### config.mk
export PLATFORM = sky130hd
export DESIGN_NAME = data_to_axi_packer
export DESIGN_NICKNAME = d
export VERILOG_FILES = /design/src/rtl/data_to_axi_packer_pkg.sv /design/src/rtl/data_to_axi_packer.sv
export SDC_FILE = /design/constraint.sdc
export NUM_CORES = 2
export LEC_CHECK = 0
export CORE_MARGIN = 5
export CORE_UTILIZATION = 40
export CTS_BUF_LIST = sky130_fd_sc_hd__clkbuf_8
export DETAILED_ROUTE_END_ITERATION = 10
export HOLD_SLACK_MARGIN = 0.02
export REMOVE_ABC_BUFFERS = 1
export SYNTH_ARGS = -nofsm -noshare
export SYNTH_HDL_FRONTEND = slang
export SYNTH_SLANG_ARGS = --single-unit
export TNS_END_PERCENT = 1
### constraint.sdc
create_clock -name clk -period 103.5 [get_ports clk]
set_clock_uncertainty 0.2 [all_clocks]
set_input_delay 15.525 -clock clk [delete_from_list [all_inputs] [get_ports clk]]
set_output_delay 15.525 -clock clk [all_outputs]
set_load 0.005 [all_outputs]
### src/rtl/data_to_axi_packer_pkg.sv
// Shared stream helpers for the element-to-AXI packer: byte-keep expansion of a
// single element keep flag.
package data_to_axi_packer_pkg;

   localparam int MAX_ELEM_BYTES = 64;

   typedef logic [MAX_ELEM_BYTES-1:0] byte_keep_t;

   // Replicates one element keep flag across the low num_bytes byte-keep bits.
   function automatic byte_keep_t expand_keep(input logic keep, input int num_bytes);
      byte_keep_t mask;
      mask = '0;
      for (int i = 0; i < MAX_ELEM_BYTES; i++) begin
         if (i < num_bytes) mask[i] = keep;
      end
      return mask;
   endfunction

endpackage

### src/rtl/data_to_axi_packer.sv
// Packs a one-element-per-beat stream into AXI4-Stream beats of NUM_ELEMENTS
// slots, with one output register stage and one pending beat for backpressure.
module data_to_axi_packer
   import data_to_axi_packer_pkg::*;
#(
   parameter type data_t       = logic [31:0],
   parameter int  AXI_WIDTH    = 512,
   parameter int  DATA_WIDTH   = $bits(data_t),
   parameter int  NUM_ELEMENTS = AXI_WIDTH / DATA_WIDTH
) (
   input  logic                   clk,
   input  logic                   rst,
   input  data_t                  in_data,
   input  logic                   in_keep,
   input  logic                   in_last,
   input  logic                   in_valid,
   output logic                   in_ready,
   output logic [AXI_WIDTH-1:0]   out_tdata,
   output logic [AXI_WIDTH/8-1:0] out_tkeep,
   output logic                   out_tlast,
   output logic                   out_tvalid,
   input  logic                   out_tready
);

   localparam int ELEM_BYTES = DATA_WIDTH / 8;
   localparam int KEEP_W     = AXI_WIDTH / 8;
   localparam int SLOT_W     = $clog2(NUM_ELEMENTS);
   localparam logic [SLOT_W-1:0] LAST_SLOT = SLOT_W'(NUM_ELEMENTS - 1);

   if (AXI_WIDTH % DATA_WIDTH != 0) begin : g_bad_axi_width
      $error("AXI_WIDTH must be a multiple of DATA_WIDTH");
   end
   if (DATA_WIDTH % 8 != 0) begin : g_bad_data_width
      $error("DATA_WIDTH must be a multiple of 8");
   end
   if (NUM_ELEMENTS < 2) begin : g_bad_num_elements
      $error("NUM_ELEMENTS must be at least 2");
   end
   if (ELEM_BYTES > MAX_ELEM_BYTES) begin : g_bad_elem_bytes
      $error("element wider than the keep expansion helper supports");
   end

   logic [AXI_WIDTH-1:0] asm_data_q, asm_data_d;
   logic [KEEP_W-1:0]    asm_keep_q, asm_keep_d;
   logic                 asm_last_q, asm_last_d;
   logic [SLOT_W-1:0]    slot_q, slot_d;
   logic                 pending_q, pending_d;
   logic [AXI_WIDTH-1:0] out_tdata_q, out_tdata_d;
   logic [KEEP_W-1:0]    out_tkeep_q, out_tkeep_d;
   logic                 out_tlast_q, out_tlast_d;
   logic                 out_tvalid_q, out_tvalid_d;

   logic                 accept, drain, complete, out_free;
   logic [AXI_WIDTH-1:0] beat_data;
   logic [KEEP_W-1:0]    beat_keep;

   always_comb begin
      accept   = in_valid && !pending_q;
      drain    = out_tvalid_q && out_tready;
      complete = accept && ((slot_q == LAST_SLOT) || in_last);
      out_free = !out_tvalid_q || drain;

      // Slot 0 starts a fresh beat so unfilled upper slots end up zero.
      beat_data = (slot_q == '0) ? '0 : asm_data_q;
      beat_keep = (slot_q == '0) ? '0 : asm_keep_q;
      beat_data[int'(slot_q)*DATA_WIDTH +: DATA_WIDTH] = in_data;
      beat_keep[int'(slot_q)*ELEM_BYTES +: ELEM_BYTES] =
         ELEM_BYTES'(expand_keep(in_keep, ELEM_BYTES));

      asm_data_d   = asm_data_q;
      asm_keep_d   = asm_keep_q;
      asm_last_d   = asm_last_q;
      slot_d       = slot_q;
      pending_d    = pending_q;
      out_tdata_d  = out_tdata_q;
      out_tkeep_d  = out_tkeep_q;
      out_tlast_d  = out_tlast_q;
      out_tvalid_d = out_tvalid_q;

      if (accept) begin
         asm_data_d = beat_data;
         asm_keep_d = beat_keep;
         asm_last_d = in_last;
         slot_d     = complete ? '0 : slot_q + SLOT_W'(1);
      end

      if (drain) out_tvalid_d = 1'b0;

      // A held beat has priority; no element is accepted while it waits.
      if (pending_q && drain) begin
         out_tdata_d  = asm_data_q;
         out_tkeep_d  = asm_keep_q;
         out_tlast_d  = asm_last_q;
         out_tvalid_d = 1'b1;
         pending_d    = 1'b0;
      end else if (complete) begin
         if (out_free) begin
            out_tdata_d  = beat_data;
            out_tkeep_d  = beat_keep;
            out_tlast_d  = in_last;
            out_tvalid_d = 1'b1;
         end else begin
            pending_d = 1'b1;
         end
      end
   end

   always_ff @(posedge clk or posedge rst) begin
      if (rst) begin
         asm_data_q   <= '0;
         asm_keep_q   <= '0;
         asm_last_q   <= 1'b0;
         slot_q       <= '0;
         pending_q    <= 1'b0;
         out_tdata_q  <= '0;
         out_tkeep_q  <= '0;
         out_tlast_q  <= 1'b0;
         out_tvalid_q <= 1'b0;
      end else begin
         asm_data_q   <= asm_data_d;
         asm_keep_q   <= asm_keep_d;
         asm_last_q   <= asm_last_d;
         slot_q       <= slot_d;
         pending_q    <= pending_d;
         out_tdata_q  <= out_tdata_d;
         out_tkeep_q  <= out_tkeep_d;
         out_tlast_q  <= out_tlast_d;
         out_tvalid_q <= out_tvalid_d;
      end
   end

   assign in_ready   = !pending_q;
   assign out_tdata  = out_tdata_q;
   assign out_tkeep  = out_tkeep_q;
   assign out_tlast  = out_tlast_q;
   assign out_tvalid = out_tvalid_q;

endmodule

# == Word-level counts from Yosys, hierarchy flattened ==
# Cells that the tools add are included.
# totals
in_bits,38
output_inout_bits,579
regBits,1160
# classes
shift,4
mux,21
reduce_logical,13
n_addsub,3
n_eq_ne,2
# ops
cell,n
$mux W512,4
$bwmux W512,1
$shift A32 B33 Y512 const A,1
$shiftx A32 B33 Y512,1
$mux W64,4
$bwmux W64,1
$shift A4 B33 Y64 const A,1
$shiftx A4 B33 Y64,1
$neg A6 Y33,1
$neg A9 Y33,1
$mux W1,10
$add A4 B1 Y4 const B,1
$eq A4 B4 Y1 const B,1
$logic_and A1 B1 Y1,4
$logic_not A4 Y1,1
$mux W4,1
$reduce_and A2 Y1,2
$reduce_bool A2 Y1,2
$logic_not A1 Y1,2
$logic_or A1 B1 Y1,2
$ne A2 B1 Y1 const B,1

# == Depth between registers and ports, before layout ==
# logic_depth
word_depth,6
depth_mapped,15

# == Least setup slack after synthesis ==
# No wires, ideal clock.
# synth_path
kind,input to register
start,in in_valid
end,"reg out_tdata_q[288], in the netlist out_tdata[288]"
required_ns,103.175
setup_ns,0.125
path_stages,6
slack_ns,86.292
arrival_ns,16.883
cell_sequence,nor2b_1 > buf_2 > a21oi_1 > nor2_2 > buf_1 > mux2_2
# synth_via
elab_chain_cells,4
# synth_rtl
item,line_no,text
start: declaration,data_to_axi_packer.sv:16,"input logic in_valid,"
$logic_and A1 B1 Y1,data_to_axi_packer.sv:58,accept = in_valid && !pending_q;
$logic_and A1 B1 Y1,data_to_axi_packer.sv:60,complete = accept && ((slot_q == LAST_SLOT) || in_last);
$reduce_bool A2 Y1 (no source line),--,
$reduce_and A2 Y1 (no source line),--,
end signal: assignment,data_to_axi_packer.sv:125,out_tdata_q <= out_tdata_d;
end: declaration,data_to_axi_packer.sv:48,"logic [AXI_WIDTH-1:0] out_tdata_q, out_tdata_d;"
# No other way between the ends.
# A chain may end at the register's enable or synchronous reset.

# == Worst setup path in the final report ==
# layout_path
start,in in_valid
end,"reg out_tdata_q[19], in the netlist out_tdata[19]"
# Same word-level chain as after synthesis.

==> impl_metrics.py <==
metrics = {
    "synth": {
        "synth_edf_count": 0,
        "synthDistinctLibCells": 72,
        "syn_avg_cell_area_um2": 9.87,
        "asyncSetResetFlopFracSynth": 1.00,
        "synth.yosys.warnings": 0,
        "syn_inst": 5241,
        "synth_seq_area_share": 0.561,
        "post_synth_instance_area_mm2": 0.0517,
        "synth.ff_latch_count": 1160,
        "ys.flop_type": "dfrtp_1",
    },
    "place": {
        "placed_cell_area_mm2": 0.0589,
        "dpl_cells": 7156,
        "gpl.final_weighted_congestion": 0.809,
        "port_buffers": 616,
        "hpwlAfterDp_mm": 121,
    },
    "setup_path": {
        "timing.critical_path.to_type": "flop",
        "worstRegToRegCells": 9,
        "startpoint_to_endpoint_class_of_the_critical_path": "in2reg",
        "timing.critical_path.required_ns": 104.06,
        "max_fanout_on_critical_path": 106,
        "worstSetupStartpointType": "input pin",
        "critPathArrivalTime_ns": 20.55,
    },
    "worst_hold_path": {
        "min_delay_path_depth": 2,
        "worstHoldPathType": "reg2reg",
    },
    "die": {
        "io_pins": 617,
        "die_x_um": 370,
        "die_area_mm2": 0.137,
        "core.rowCount": 132,
        "initial_utilization": 0.401,
        "design.core.area_mm2": 0.129,
        "die-height_um": 370,
    },
    "run_status": {
        "outcome": "complete, no violations",
    },
    "global_route": {
        "grt_antenna_before_repair": 7,
        "via_count_of_the_first_global_routing_pass": 43300,
        "grt_remaining_overflow": 0,
        "grt_max_degree": 166,
        "grt_pass1_wl_mm": 300,
        "grt_util_all_layers": 0.291,
    },
    "clock_tree": {
        "cts_hold_buffers": 0,
        "ctsRootBufferMaster": "clkbuf_8",
        "cts_resized": 0,
        "clk_pin_slew_worst_paths_ns": 0.06,
        "cts_max_level": 4,
        "cts-root-to-sink-buffers": 3,
        "cts_tree": "built",
        "postCtsSetupBuffers": 0,
        "worstSkewPairLatency_ns": 0.96,
        "clock-sinks": 1160,
        "total_clock_buffers_created_by_cts": 198,
    },
    "cells_and_area": {
        "drive_above_1_share": 0.0942,
        "final_area_mm2": 0.0629,
        "most_used_cells_in_the_layout_excluding_fill_and_tap_cells": "1157 x dfrtp_1, 730 x nand2_1, 583 x clkdlybuf4s50_1",
        "num-nets-final": 5657,
        "finalNonFillerCells": 7517,
        "flow.area_growth_from_synthesis_pct": 21.6,
        "commonest_non_fill_non_tap_cell_in_the_layout": "dfrtp_1",
    },
    "timing": {
        "clock.fmax_ghz": 0.0500,
        "slew-limit-headroom": 0.128,
        "hold_viol_final": 0,
        "final-max-slew-violation-count": 0,
        "fin_tns_setup_ns": 0,
        "rsz0062_at_grt": "false",
        "report.final.setup_viol": 0,
        "timing.final.crit_period_ns": 19.99,
        "max_slew.worst_pin.slew_ns": 1.31,
        "final_min_period_over_clock_period": 0.193,
    },
    "power_and_ir_drop": {
        "irDropWorstVdd_mv": 0.0201,
        "leakage_nw": 27.1,
        "power.switching_uw": 772,
        "combinationalPowerShare": 0.401,
        "share_clk_of_total_power": 0.231,
        "internal_power_mw": 1.03,
        "powerDensity_mw_per_mm2": 28.7,
        "pwr-share-seq": 0.368,
        "p_sw_frac": 0.427,
    },
    "route": {
        "detail_route.first_pass.iterations": 6,
        "final_antenna_net_count": 0,
        "detail_route.drc_violations": 0,
        "drt_first_iter_violations": 5542,
        "vias_per_instance": 6.04,
        "vias": 45400,
        "routed_wire_length_per_instance_um": 27.0,
        "route.final.wire_length_mm": 203,
    },
    "run": {
        "cap_viol_max_count": 0,
    },
}
power by group through the flow:
stage	sequential (mW)	clock [mW]	combinational, mW
final	0.665	0.418	0.724
after CTS	0.664	0.425	0.721
after global routing	0.675	0.446	0.777
after floorplan	0.641	0	0.353
after global placement	0.669	0	0.712
after detailed placement	0.670	0	0.719
synth_stat cells, types with 9 or more instances:
master | instances | area share
o21ai_0 | 541 | 0.052
or3_1 | 12 | 0.0015
buf_2 | 122 | 0.012
a21o_1 | 36 | 0.0052
a21oi_1 | 224 | 0.022
nor3_1 | 62 | 0.0060
dfrtp_1 | 1160 | 0.56
o21ai_1 | 65 | 0.0063
mux2_2 | 31 | 0.0067
mux2i_1 | 29 | 0.0056
o21a_1 | 9 | 0.0013
a22oi_1 | 162 | 0.024
a221oi_1 | 65 | 0.011
a32oi_1 | 67 | 0.011
a22o_1 | 140 | 0.024
and3_1 | 100 | 0.012
nand2b_1 | 14 | 0.0017
clkbuf_1 | 396 | 0.029
o2bb2ai_1 | 124 | 0.021
buf_1 | 37 | 0.0027
nand3b_1 | 34 | 0.0049
nand3_1 | 177 | 0.017
nand2_1 | 735 | 0.053
a2bb2oi_1 | 40 | 0.0068
o211ai_1 | 34 | 0.0049
o221a_2 | 16 | 0.0035
a31oi_1 | 162 | 0.020
nor2_1 | 350 | 0.025
and2_1 | 30 | 0.0036
o31ai_1 | 74 | 0.011
a221o_1 | 14 | 0.0027
a32o_1 | 94 | 0.018
per-stage QoR:
stage | hold slack [ns] | util | total power, mW | worst slack, ns
after CTS | 0.277 | 0.488 | 1.81 | 83.63
final | 0.275 | 0.488 | 1.81 | 83.51
after global routing | 0.295 | 0.488 | 1.90 | 83.27
after global placement | 0.254 | 0.457 | 1.38 | 82.68
after detailed placement | 0.263 | 0.457 | 1.39 | 82.59
after floorplan | 0.241 | - | 0.994 | 55.10
layer usage:
layer  GRT usage  part of all wire  up-vias
met4       0.150             0.055        2
li1            -                 -    19900
met3      0.0743             0.089      429
met2       0.429              0.44     2230
met1       0.397              0.41    22800
met5           0          0.000064        -
worst paths after layout:
check                                 from              end  slack, ns
min in group asynchronous              rst   out_tdata[114]      14.93
setup reg to reg                 pending_q    out_tdata[19]      98.11
setup / recovery                  in_valid    out_tdata[19]      83.51
max in group asynchronous              rst   out_tdata[470]      85.07
hold / removal             asm_data_q[127]  asm_data_q[127]       0.27
hold reg to reg            asm_data_q[127]  asm_data_q[127]       0.27
sequential cells by signal, summed over array words and instances, names as in the netlist:
register,flops
slot_q,4
out_tvalid,1
asm_data_q,512
out_tlast,1
asm_last_q,1
out_tkeep,64
asm_keep_q,64
out_tdata,512
pending_q,1
cell families after synthesis:
group	after synthesis	synth area share
buf+inv	573	0.0452
xor+xnor	1	0.000169
mux	60	0.0124
flops	1160	0.561
fa+ha+maj	5	0.00121
simple gates	1541	0.130
compound gates	1901	0.250
final cells by class:
class	instances	area (um^2)
Sequential cell	1160	29000
Clock buffer	246	3390
Tap cell	1742	2180
Antenna cell	10	25.0
Timing Repair Buffer	736	6940
Inverter	10	46.3
Multi-Input combinational cell	3508	20700
Fill cell	11900	66100
Clock inverter	105	578
critical path, cell delays in order:
cell and delay, ns:
clkdlybuf4s50_1 0.50, nor2b_4 0.14, buf_4 0.67, a21oi_1 0.14
buf_4 0.21, nor2_4 0.53, buf_4 0.77, buf_4 0.92
buf_4 0.75, a31oi_1 0.19
(Power assumes the default switching activity.)
